$ cat config.mk
export PLATFORM = sky130hd
export DESIGN_NAME = sm_extrema_tracker
export DESIGN_NICKNAME = d
export VERILOG_FILES = /design/src/rtl/sm_extrema_tracker.sv
export SDC_FILE = /design/constraint.sdc
export NUM_CORES = 1
export LEC_CHECK = 0
export BUFFER_PORTS_ARGS = -buffer_cell sky130_fd_sc_hd__buf_2
export CAP_MARGIN = 20
export CORE_MARGIN = 2
export CORE_UTILIZATION = 57
export CTS_CLUSTER_SIZE = 10
export DETAILED_ROUTE_END_ITERATION = 12
export GPL_TIMING_DRIVEN = 0
export MAX_ROUTING_LAYER = met4
export PLACE_DENSITY = 0.93
export SLEW_MARGIN = 10
export SYNTH_ARGS = -nofsm -noshare
export SYNTH_HDL_FRONTEND = slang
export SYNTH_SLANG_ARGS = --single-unit
$ cat constraint.sdc
create_clock -name i_clk -period 5.5 [get_ports i_clk]
set_clock_uncertainty 0.15 [all_clocks]
set_input_delay 0.275 -clock i_clk [delete_from_list [all_inputs] [get_ports i_clk]]
set_output_delay 0.275 -clock i_clk [all_outputs]
set_load 0.05 [all_outputs]
$ cat src/rtl/sm_extrema_tracker.sv
// Frame-based max/min tracker for sign-magnitude samples with a valid/ready result hold.
// Define SM_TRACKER_IDX_EN to add o_max_idx/o_min_idx ports and their position tracking.
module sm_extrema_tracker #(
  parameter int N     = 8,
  parameter int FRAME = 16,
  localparam int CW   = $clog2(FRAME + 1),
  localparam int IW   = ($clog2(FRAME) > 1) ? $clog2(FRAME) : 1
) (
  input  logic          i_clk,
  input  logic          i_rst,
  input  logic          i_valid,
  output logic          o_ready,
  input  logic [N-1:0]  i_data,
  input  logic          i_last,
  output logic          o_valid,
  input  logic          i_ready,
  output logic [N-1:0]  o_max,
  output logic [N-1:0]  o_min,
  output logic [CW-1:0] o_count
`ifdef SM_TRACKER_IDX_EN
  ,
  output logic [IW-1:0] o_max_idx,
  output logic [IW-1:0] o_min_idx
`endif
);

  typedef enum logic [1:0] {IDLE, ACC, HOLD} state_t;

  state_t state, state_next;
  logic   accept;
  logic   frame_full;

  // Signed-magnitude "a > b"; a zero magnitude counts as non-negative so +0 == -0.
  function automatic logic sm_gt(input logic [N-1:0] a, input logic [N-1:0] b);
    logic a_neg, b_neg;
    a_neg = a[N-1] & (a[N-2:0] != '0);
    b_neg = b[N-1] & (b[N-2:0] != '0);
    if (a_neg != b_neg)
      return !a_neg;
    else if (!a_neg)
      return a[N-2:0] > b[N-2:0];
    else
      return a[N-2:0] < b[N-2:0];
  endfunction

  assign o_ready    = (state != HOLD);
  assign o_valid    = (state == HOLD);
  assign accept     = i_valid && o_ready;
  assign frame_full = ((o_count + CW'(1)) == CW'(FRAME));

  always_ff @(posedge i_clk) begin
    if (i_rst)
      state <= IDLE;
    else
      state <= state_next;
  end

  always_comb begin
    state_next = state;
    case (state)
      IDLE: if (accept) state_next = i_last ? HOLD : ACC;
      ACC:  if (accept && (i_last || frame_full)) state_next = HOLD;
      HOLD: if (i_ready) state_next = IDLE;
      default: state_next = IDLE;
    endcase
  end

  // Strict comparisons below make ties keep the earlier sample and its position.
  always_ff @(posedge i_clk) begin
    if (i_rst) begin
      o_max   <= '0;
      o_min   <= '0;
      o_count <= '0;
    end else if (accept) begin
      if (state == IDLE) begin
        o_max   <= i_data;
        o_min   <= i_data;
        o_count <= CW'(1);
      end else begin
        o_count <= o_count + CW'(1);
        if (sm_gt(i_data, o_max)) o_max <= i_data;
        if (sm_gt(o_min, i_data)) o_min <= i_data;
      end
    end
  end

`ifdef SM_TRACKER_IDX_EN
  always_ff @(posedge i_clk) begin
    if (i_rst) begin
      o_max_idx <= '0;
      o_min_idx <= '0;
    end else if (accept) begin
      if (state == IDLE) begin
        o_max_idx <= '0;
        o_min_idx <= '0;
      end else begin
        if (sm_gt(i_data, o_max)) o_max_idx <= IW'(o_count);
        if (sm_gt(o_min, i_data)) o_min_idx <= IW'(o_count);
      end
    end
  end
`endif

endmodule

# Word level (Yosys, flattened, before mapping)
# Index checks and enable logic that the tools add are counted.
# totals
register_bits,23
# classes
mux,20
order_cmp,4
n_bitwise,3
add_sub_neg,1
reduce_logical,14
eq_ne,9
# ops
operator,n
two-way mux 8 bit,4
nonzero test 7 bit,3
> comparator 7 bit,2
less-than comparator 7 bit,2
two-way mux 1 bit,10
two-way mux 2 bit,4
!= test 2 bit (second input constant),3
one-hot mux 2 bit (3 select lines),1
adder 5 x 1 -> 5 bit (second input constant),1
== test 5 bit (second input constant),1
two-way mux 5 bit,1
AND reduction 2 bit,2
nonzero test 2 bit,2
AND 1 bit,3
AND reduction 3 bit,1
== test 2 x 1 -> 1 bit (second input constant),1
== test 2 bit (second input constant),1
logical AND 1 bit,2
logical NOT 1 bit,2
logical NOT 2 bit,1
!= test 1 bit,2
!= test 2 x 1 -> 1 bit (second input constant),1
logical OR 1 bit,1

# Logic depth before layout (Yosys ltp)
# Gate-level depths: netlist (run 1).
# logic_depth
ltp_word,9
mapped_depth,7

# Least setup slack after synthesis (run 1)
# No wires, ideal clock.
# synth_timing
path_kind,register -> register
from,reg o_min[4]
to,reg o_min[4]
required_time_ns,5.278
path_stages_with_launch,7
path_slack_ns,3.258
setup_time_ns,0.072
n_path_buf,0
arrival_ns,2.020
path_cell_list,dfxtp_1 ha_1 a211oi_1 nor2_1 o31a_1 o221ai_2 mux2i_1
# synth_between
elab_chain_cells,9
# synth_lines
element,line,text
start: declaration,18,"output logic [N-1:0] o_min,"
start signal: assignment,77,o_min <= i_data;
"parallel branches: the longest is 3 deep, another holds > comparator 7 bit",n/a,
two-way mux 1 bit (*),38,if (a_neg != b_neg)
two-way mux 1 bit (*),75,if (state == IDLE) begin
two-way mux 1 bit (*),74,end else if (accept) begin
two-way mux 1 bit (*),70,if (i_rst) begin
nonzero test 2 bit (no line) (*),n/a,
AND reduction 2 bit (no line) (*),n/a,
# Mark *: on every way between the ends. The select of a mux whose other input is x is not followed.
# A chain may end at the register's enable or synchronous reset.

# Worst setup path in the final report (run 1)
# layout_timing
from,reg o_max[2]
to,reg o_max[3]
# layout_between
elab_chain_cells,9
# layout_lines
element,line,text
start: declaration,17,"output logic [N-1:0] o_max,"
start signal: assignment,76,o_max <= i_data;
start signal: assignment,81,"if (sm_gt(i_data, o_max)) o_max <= i_data;"
"parallel branches: the longest is 3 deep, another holds > comparator 7 bit",n/a,
two-way mux 1 bit (*),38,
two-way mux 1 bit (*),75,
two-way mux 1 bit (*),74,
two-way mux 1 bit (*),70,
nonzero test 2 bit (no line) (*),n/a,
AND reduction 2 bit (no line) (*),n/a,
# Marked as above.

==> summary.md, run 1 <==
| Metric | Value |
|---|---|
| Detailed placer's ending HPWL | 2.39 mm |
| Commonest cells after routing, fill and taps aside | 35 x buf_2, 24 x nand2b_1, 23 x dfxtp_1 |
| # IOs | 36 |
| Highest clock rate | about 0.48 GHz |
| Slew Limit Headroom | 66.1% |
| Worst endpoint required time | 5.62 ns |
| Hold Fails Final Rpt | 0 |
| Finish-stage setup viols | 0 |
| Cell family with the largest share of critical-path delay | compound AO/OA/AOI/OAI gates |
| Final wirelength | 3.01 mm |
| TritonCTS clock tree | yes |
| Worst Tran Pin Value | 0.506 ns |
| Port Buf Inserts | 34 |
| Synth Warn # | 0 |
| Placer Congestion | 0.794 |
| Detailed Routing Iterations Pass 1 | 4 |
| Number of global-route vias before repair | 1,105 |
| Grt ovf | 0 |
| Setup TNS | 0 ns |
| Startpoint Class | flip-flop |
| Vias per Instance | 5.61 |
| Placed Cells | 232 |
| Post-CTS Setup Inserts | 0 |
| Row count | 18 |
| Full die area | 3040 µm² |
| Global Route Usage Sum | 23.7% |
| Area grow syn2layout | 15.8% |
| Clock transition at path regs | 0.14 ns |
| DR WL/cell | 12.8 µm |
| Critical path arrival | 2.20 ns |
| CTS Buf Count | 3 |
| Via count | around 1,300 |
| CORE AREA | 2480 µm² |
| Max Cap Viol | 0 |
| Syn nets | 196 |
| N_diodes | 0 |
| Antenna violations before repair | 0 |
| Tightest Hold Check Type | in -> reg |
| Fillers | 191 |
| Crit share post-route | 37.9% |
| Die W | 55.2 µm |
| Top cells by area, synth | dfxtp_1 31%, ha_1 13%, mux2i_1 11%, nand2b_1 10%, inv_1 3.8% |
| Met2 routed WL | 1.47 mm |
| Final nets | roughly 240 |
| Pwr/cell area | 232 nW/µm² |
| Avg Cell Area, Syn | 8.89 µm² |
| Max layer used | met4 |
| Cell area after synthesis | roughly 1500 µm² |
| Root buffer cell | clkbuf_4 |
| Crit path buf inv count | 1 |
| Layout cell share with drive strength beyond 1 | 22.8% |
| Unrepaired setup endpoints after global routing | false |
| DRT met1 WL | about 1.4 mm |
| Initial Util | 60.3% |
| Synth top area share | 30.8% |
| Sequence of cells on the critical path | inv_1 -> ha_1 -> a21oi_1 -> a21oi_1 -> o22a_1 -> o211ai_4 -> mux2i_1 |
| CTS sink count | 23 |
| DR WL met3 | 96 µm |
| DIE HEIGHT | 55.2 µm |
| Drt drc | 0 |
| Period minus WS final | 2.09 ns |
| Pleak | ~0.8 nW |
| Commonest non-fill, non-tap cell in the layout | buf_2 |
| Hold_buf cts | 0 |
| Synth Instances | 168 |
| Antenna Nets Post-Route | 0 |
| H-tree level count | 1 |
| Clock Path Buffers | 2 |
| Slowest cell delay on critical path | 0.42 ns |
| Top cell by count, worst path | a21oi_1 |
| Finished Core Util | 69.7% |
| Clk_lat worst skew | 0.33 ns |
| Worst Setup End Kind | flip-flop |
| Post-synthesis register bit count | 23 |
| Synth cell types | 40 |
| Largest net degree at the start of global routing | 14 |
| Setup Crit Path Kind | reg -> reg |
| CP max FO | 4 |
| Final Max Tran Viols | 0 |
| Status | completed |
| Number of DRC markers in iteration 0 | 17 |
| Area leader, netlist | dfxtp_1 |
| Fin cells | 236 |
| Sequential area share after synthesis | 30.8% |
| Post-cts resize count | 0 |
| Wire length of the first global-routing pass | 4.96 mm |
| Peak supply drop | about 250 µV |
| Critical-path top delay cell | dfxtp_1 |
[layer usage]
metal | vias to the layer above | global-route usage [%]
met4 | 0 | 8.54
met3 | 5 | 5.65
li1 | 678 | -
met5 | - | -
met2 | 17 | 38.7
met1 | 624 | 28.6
[where the power goes]
part | internal (W) | total, W | switching (W)
Combinational | 0.0000460 | 0.000131 | 0.0000854
Clock | 0.0000273 | 0.0000802 | 0.0000529
Sequential | 0.000178 | 0.000189 | 0.0000115
[cell usage after synthesis]
master and n:
nor2_1 11, mux2i_1 17, nor4_1 2, or2_1 1, o41ai_2 1, or4_4 1
a22oi_1 2, and3_1 1, buf_2 1, a21oi_1 7, a211oi_1 1, or3_1 1
nand4_1 3, nor3_1 2, inv_2 1, dfxtp_1 23, clkbuf_1 4, a311oi_1 1
o32a_1 1, o22a_1 1, nand2_1 8, a32oi_1 1, ha_1 15, o21ai_1 3
or2b_1 1, o211a_4 1, o211ai_4 1, nand2b_1 24, a31oi_1 1, xor2_1 2
o211ai_1 1, nand3b_1 2, o221ai_2 1, or4_1 1, o221a_2 1, o21bai_2 1
o21ai_0 1, nand3_1 5, o31a_1 1, inv_1 15
[worst reg2reg max path, delay by kind of cell (launching register included)]
kind / cells / cell delay [ns]
flip-flops: 1 / 0.42
multiplexers: 1 / 0.23
adder cells (fa/ha/maj): 1 / 0.31
buffers and inverters: 1 / 0.06
AO/OA/AOI/OAI: 4 / 0.85
[path summary, 6_finish.rpt]
kind / from / endpoint / slack (ns) / depth (start not counted)
max: o_max[2] / o_max[3] / 3.41 / 7
min: i_ready / state[1] / 0.07 / 3
max reg2reg: o_max[2] / o_max[3] / 3.41 / 7
min reg2reg: state[1] / state[0] / 0.30 / 1
[final cells by class]
| type | instances | area, µm² | share of cell area, % |
|---|---|---|---|
| multi-input combinational | 124 | 952 | 55.1 |
| sequential | 23 | 460 | 26.6 |
| timing repair buffer | 34 | 170 | 9.85 |
| inverter | 16 | 60.1 | 3.48 |
| tap | 30 | 37.5 | 2.17 |
| clock buffer | 3 | 22.5 | 1.30 |
| buffer | 5 | 20.0 | 1.16 |
| clock inverter | 1 | 5.00 | 0.290 |
[cell families (layout without fill, tap and decap cells)]
group / after synthesis / in the layout / share of synthesized area, %
flops: 23 / 23 / 30.8
mux: 17 / 17 / 11.4
simple gates: 63 / 63 / 23.3
xor+xnor: 2 / 2 / 1.17
compound gates: 27 / 27 / 15.3
fa+ha+maj: 15 / 15 / 12.6
buf+inv: 21 / 59 / 5.36
[state kept, by name, indices dropped and copies added, names as in the netlist]
name	count
o_count	5
o_max	8
o_min	8
state	2
[metrics by stage]
step | total power (W) | worst slack (ns) | hold slack, ns | instance area (µm²)
3_5_place_dp | 0.000324 | 3.38 | 0.290 | 1700
4_1_cts | 0.000402 | 3.43 | 0.0551 | 1730
2_1_floorplan | 0.000293 | 3.26 | 0.273 | 1490
6_report | 0.000401 | 3.41 | 0.0655 | 1730
5_1_grt | 0.000422 | 3.29 | 0.0679 | 1730
3_3_place_gp | 0.000321 | 3.41 | 0.288 | 1700
No activity file was read; power rests on OpenSTA's default activity.
==> run 2: changes to the inputs <==
Settings changed: CORE_UTILIZATION 57 to 48, PLACE_DENSITY 0.93 to 0.85.
Clock period 5.5 ns to 1.8 ns, I/O delays scaled along.
==> run 2 against run 1 <==
  * The run now ends with setup timing left
  * Critical path depth fell by 2
  * First-iteration DRC count rose to 2.9 times the previous value
  * Global-route usage fell by 0.054 points
  * Combinational power rose to 4.0 times the previous value
  * Sequential power rose to 3.1 times the previous value
  * Utilization rose by 1.2 points
  * Cell count rose by 9.3%
  * Final area rose by 23%
  * Worst hold slack improved by 0.28 ns
  * Die area rose by 17%
  * Non-clock buffer count rose by 19
  * Sequential share of layout area fell by 2.9 points
  * Critical endpoint unchanged
  * Largest power group unchanged
  * Highest routed layer unchanged
==> summary.md, run 2 (synthesis results as in run 1) <==
| Metric | Value |
|---|---|
| Fillers | roughly 220 |
| Final wirelength | roughly 4.1 mm |
| Hold Fails Final Rpt | 0 |
| Setup Crit Path Kind | reg -> reg |
| Worst Setup End Kind | flip-flop |
| Initial Util | 49.7% |
| Final nets | 254 |
| Final Max Tran Viols | 0 |
| Worst Tran Pin Value | 0.462 ns |
| N_diodes | 0 |
| Largest regs | o_max x8, o_min x8, o_count x5 |
| Layout cell share with drive strength beyond 1 | about two fifths |
| Met2 Use GR | 39.6% |
| Port Buf Inserts | 34 |
| CTS sink count | 23 |
| Full die area | 3570 µm² |
| Wire length of the first global-routing pass | 6.07 mm |
| Via count | 1,453 |
| DIE HEIGHT | 59.8 µm |
| Crit share post-route | 112% |
| Detailed Routing Iterations Pass 1 | 4 |
| CTS Buf Count | 3 |
| Number of DRC markers in iteration 0 | 50 |
| Cell family with the largest share of critical-path delay | simple AND/OR/NAND/NOR gates |
| Row count | 20 |
| Area grow syn2layout | 42.7% |
| CP startpoint | o_max[3] |
| Met1 Track Usage GR | 28.0% |
| Commonest non-fill, non-tap cell in the layout | buf_2 |
| Root buffer cell | clkbuf_4 |
| Placed Instance Area | 1820 µm² |
| Fin worst setup slack | -0.207 ns |
| Pwr/cell area | between 600 and 700 nW/µm² |
| GRT busiest layer | met2 |
| Critical path arrival | 2.12 ns |
| Met3 Usage GRT | under 10% |
| Antenna Nets Post-Route | 0 |
| Number of global-route vias before repair | 1,362 |
| Dpl ws | -0.177 ns |
| Highest clock rate | 0.498 GHz |
| Total power | 0.00136 W |
| H-tree level count | 1 |
| Die W | 59.8 µm |
| Clock Path Buffers | 2 |
| Fin cells | 258 |
| Clock transition at path regs | roughly 0.13 ns |
| Reg2Reg Launch Point | o_max[3] |
| Antenna violations before repair | 0 |
| Drt drc | 0 |
| Hold slack | roughly 0.35 ns |
| Period minus WS final | 2.01 ns |
| Placer Congestion | 0.821 |
| Largest net degree at the start of global routing | 14 |
| Status | finished with violations |
| Worst endpoint required time | 1.92 ns |
| Slew Limit Headroom | 69.2% |
| Tightest Hold Check Type | reg -> reg |
| Max Cap Viol | 0 |
| Placed Cells | between 200 and 250 |
| Detailed placer's ending HPWL | 2.55 mm |
| CP max FO | 4 |
| Pleak | 0.922 nW |
| Global Route Usage Sum | 23.7% |
| Hold wc startpoint | state[1] |
| Slowest cell delay on critical path | 0.54 ns |
| CORE AREA | roughly 3000 µm² |
| Grt ovf | 0 |
| Cell area after layout | 2130 µm² |
| Failing checks | setup timing |
| Unrepaired setup endpoints after global routing | true |
| TritonCTS clock tree | yes |
| Startpoint Class | flip-flop |
| Clk_lat worst skew | 0.33 ns |
| # IOs | 36 |
| Crit path buf inv count | 0 |
| DR WL/cell | 15.7 µm |
| Finish-stage setup viols | 16 |
| Vias per Instance | 5.63 |
| Critical-path top delay cell | or4_4 |
| Sequence of cells on the critical path | or4_4 -> o41ai_2 -> nand2_1 -> o211ai_4 -> mux2i_1 |
| Commonest cells after routing, fill and taps aside | 35 x buf_2, 23 x nand2b_1, 16 x mux2i_1 |
| Peak supply drop | 381 µV |
-- run 2: layer usage --
metal | vias to the layer above | wire (µm)
li1 | 711 | -
met3 | 7 | 164
met2 | 37 | 2160
met1 | 698 | 1670
met4 | 0 | 63
met5 | - | 0
-- run 2: final timing paths --
check	slack (ns)	depth (start not counted)	to
min reg2reg	0.35	1	state[0]
min	0.35	1	state[0]
max reg2reg	-0.21	5	o_max[3]
max	-0.21	5	o_max[3]
-- run 2: layout make-up --
class	instances	area [µm²]	share of cell area, %
clock buffers	3	22.5	1.06
multi-input cells	124	1130	53.2
well taps	33	41.3	1.94
repair buffers	53	343	16.1
plain buffers	5	20.0	0.940
inverters	16	60.1	2.82
flip-flops and latches	23	505	23.7
clock inverters	1	5.00	0.235
-- run 2: worst reg2reg max path, delay by kind of cell, from the launching register on --
family             cells  cell delay, ns
AOI/OAI and AO/OA      2            0.50
and+or+nand+nor        2            0.70
DFF                    1            0.38
muxes                  1            0.22
-- run 2: timing repair --
action | CTS | global route
setup buffers | 4 | 3
pin swaps | 5 | 7
endpoints found under the setup margin | 16 | 16
hold endpoints to repair | 18 | 0
gates resized for setup | 7 | 10
hold buffers | 12 | 0
gates cloned | 0 | 0
-- run 2: through the flow --
| step | TNS, ns | utilization, % |
|---|---|---|
| 2_1_floorplan | -1.97 | - |
| 3_3_place_gp | -1.91 | 60.7 |
| 3_5_place_dp | -2.37 | 60.7 |
| 4_1_cts | -2.25 | 68.0 |
| 5_1_grt | -3.23 | 70.9 |
| 6_report | -2.31 | 70.9 |
-- run 2: where the power goes --
group          internal, W  switching [W]  leakage, nW
Clock            0.0000837       0.000175       0.0177
Combinational     0.000209       0.000310        0.707
Sequential        0.000542      0.0000374        0.197
Total             0.000834       0.000522        0.922
==> run 3: changes to the inputs <==
Settings changed: RECOVER_POWER set to 50, SKIP_CTS_REPAIR_TIMING set to 1.
==> run 3 against run 2 <==
  * The run still ends with setup timing left
  * Total power shrank 3.1%
  * Utilization shrank 3.7 points
  * Global-route usage shrank 3.4 points
  * Critical path depth is the same
  * Critical path type unchanged
  * Critical endpoint is now o_max[4]
  * Largest power group unchanged
  * Highest routed layer unchanged
==> summary.md, run 3 (synthesis results as in run 1) <==
| Metric | Value |
|---|---|
| Period minus WS final | 1.99 ns |
| Final Max Tran Viols | 0 |
| Pleak | approximately 0.85 nW |
| CP max FO | 4 |
| Wire length of the first global-routing pass | 5.19 mm |
| DR WL/cell | 14.4 µm |
| Setup Crit Path Kind | reg -> reg |
| Area grow syn2layout | 35.2% |
| Placed Cells | 235 |
| # IOs | 36 |
| Global Route Usage Sum | between 20% and 30% |
| Antenna Nets Post-Route | 0 |
| Unrepaired setup endpoints after global routing | true |
| CTS Buf Count | 3 |
| Worst Setup End Kind | flip-flop |
| Clk_lat worst skew | 0.34 ns |
| Row count | 20 |
| Root buffer cell | clkbuf_4 |
| Total power | between 0.001 and 0.0015 W |
| TritonCTS clock tree | yes |
| Full die area | 3570 µm² |
| Largest net degree at the start of global routing | 14 |
| Critical-path top delay cell | or4_4 |
| Number of DRC markers in iteration 0 | 57 |
| Detailed placer's ending HPWL | 2.55 mm |
| Fin worst setup slack | -0.187 ns |
| Initial Util | between 40% and 50% |
| Dpl ws | -0.177 ns |
| CORE AREA | 3000 µm² |
| Clock transition at path regs | roughly 0.14 ns |
| Max Cap Viol | 0 |
| Drt drc | 0 |
| Final wirelength | 3.64 mm |
| Layout cell share with drive strength beyond 1 | 30.9% |
| Pwr/cell area | 651 nW/µm² |
| Detailed Routing Iterations Pass 1 | 4 |
| Placer Congestion | 0.821 |
| N_diodes | 0 |
| Hold Fails Final Rpt | 0 |
| Crit share post-route | 110% |
| Commonest cells after routing, fill and taps aside | 24 x buf_2, 23 x nand2b_1, 16 x mux2i_1 |
| Grt ovf | 0 |
| Fillers | 246 |
| Critical path arrival | 2.08 ns |
| Clock Path Buffers | 2 |
| Fin cells | 253 |
| Tightest Hold Check Type | in -> reg |
| Die W | 59.8 µm |
| Number of global-route vias before repair | between 1,000 and 1,500 |
| Antenna violations before repair | 0 |
| Sequence of cells on the critical path | or4_4 -> o41ai_2 -> nand2_1 -> o211a_4 -> mux2i_2 |
| Via count | around 1,400 |
| Commonest non-fill, non-tap cell in the layout | buf_2 |
| Vias per Instance | 5.41 |
| Status | finished with violations |
| Peak supply drop | ~380 µV |
| Largest regs | o_max x8, o_min x8, o_count x5 |
| Worst Tran Pin Value | just over 0.6 ns |
| Final nets | 249 |
| H-tree level count | 1 |
| Port Buf Inserts | 34 |
| Startpoint Class | flip-flop |
| Finish-stage setup viols | 16 |
| Highest clock rate | 0.503 GHz |
| CTS sink count | 23 |
| Slowest cell delay on critical path | about 0.53 ns |
| Worst endpoint required time | 1.90 ns |
| DIE HEIGHT | 59.8 µm |
| Slew Limit Headroom | roughly 59% |
| Failing checks | setup timing |
==> run 3: cell types whose count changed in the layout (fill, tap and decap cells not counted), moves of 4 or more <==
| cell | change |
|---|---|
| buf_2 | -11 |
| clkbuf_1 | +11 |
| buf_4 | -5 |
| ha_1 | +4 |
| ha_4 | -4 |
==> run 3: worst max-delay path: cells and delay by family (launching register included) <==
family | cells | cell delay [ns]
flip-flops | 1 | 0.38
AND/OR/NAND/NOR | 2 | 0.69
AO/OA/AOI/OAI | 2 | 0.52
multiplexers | 1 | 0.15
==> run 3: through the flow <==
step / instance area [µm²] / hold slack [ns] / utilization [%] / setup TNS [ns]
finish: 2020 / 0.0196 / 67.2 / -2.46
global route: 2020 / 0.0533 / 67.2 / -3.87
CTS: 1850 / -0.144 / 61.6 / -2.99
detailed placement: 1820 / 0.217 / 60.7 / -2.37
global placement: 1820 / 0.218 / 60.7 / -1.91
floorplan: 1610 / 0.105 / - / -1.97
==> run 3: layout make-up <==
class | instances | area, µm² | area share [%]
multi-input combinational | 124 | 1070 | 53.1
inverter | 16 | 60.1 | 2.98
sequential | 23 | 505 | 25.0
clock inverter | 1 | 5.00 | 0.248
buffer | 5 | 20.0 | 0.992
timing repair buffer | 48 | 292 | 14.4
tap | 33 | 41.3 | 2.05
clock buffer | 3 | 22.5 | 1.12
==> run 3: layer usage <==
metal / up-vias / global-route usage, % / part of all wire (%)
met1: 642 / 24.8 / 47
met3: 5 / 3.25 / 2.7
met5: - / - / 0
li1: 702 / - / -
met4: 0 / 8.57 / 1.6
met2: 20 / 33.1 / 49
==> run 3: worst paths after layout <==
kind,slack [ns],end,start,cells past startpoint
setup / recovery,-0.19,o_max[4],o_max[3],5
hold / removal,0.02,o_count[0],i_valid,2
setup reg to reg,-0.19,o_max[4],o_max[3],5
hold reg to reg,0.34,state[0],state[1],1
==> run 3: where the power goes <==
group / total (W) / switching, W / internal (W)
registers: 0.000578 / 0.0000361 / 0.000542
clock network: 0.000264 / 0.000181 / 0.0000839
logic: 0.000472 / 0.000292 / 0.000180
total: 0.00131 / 0.000508 / 0.000806
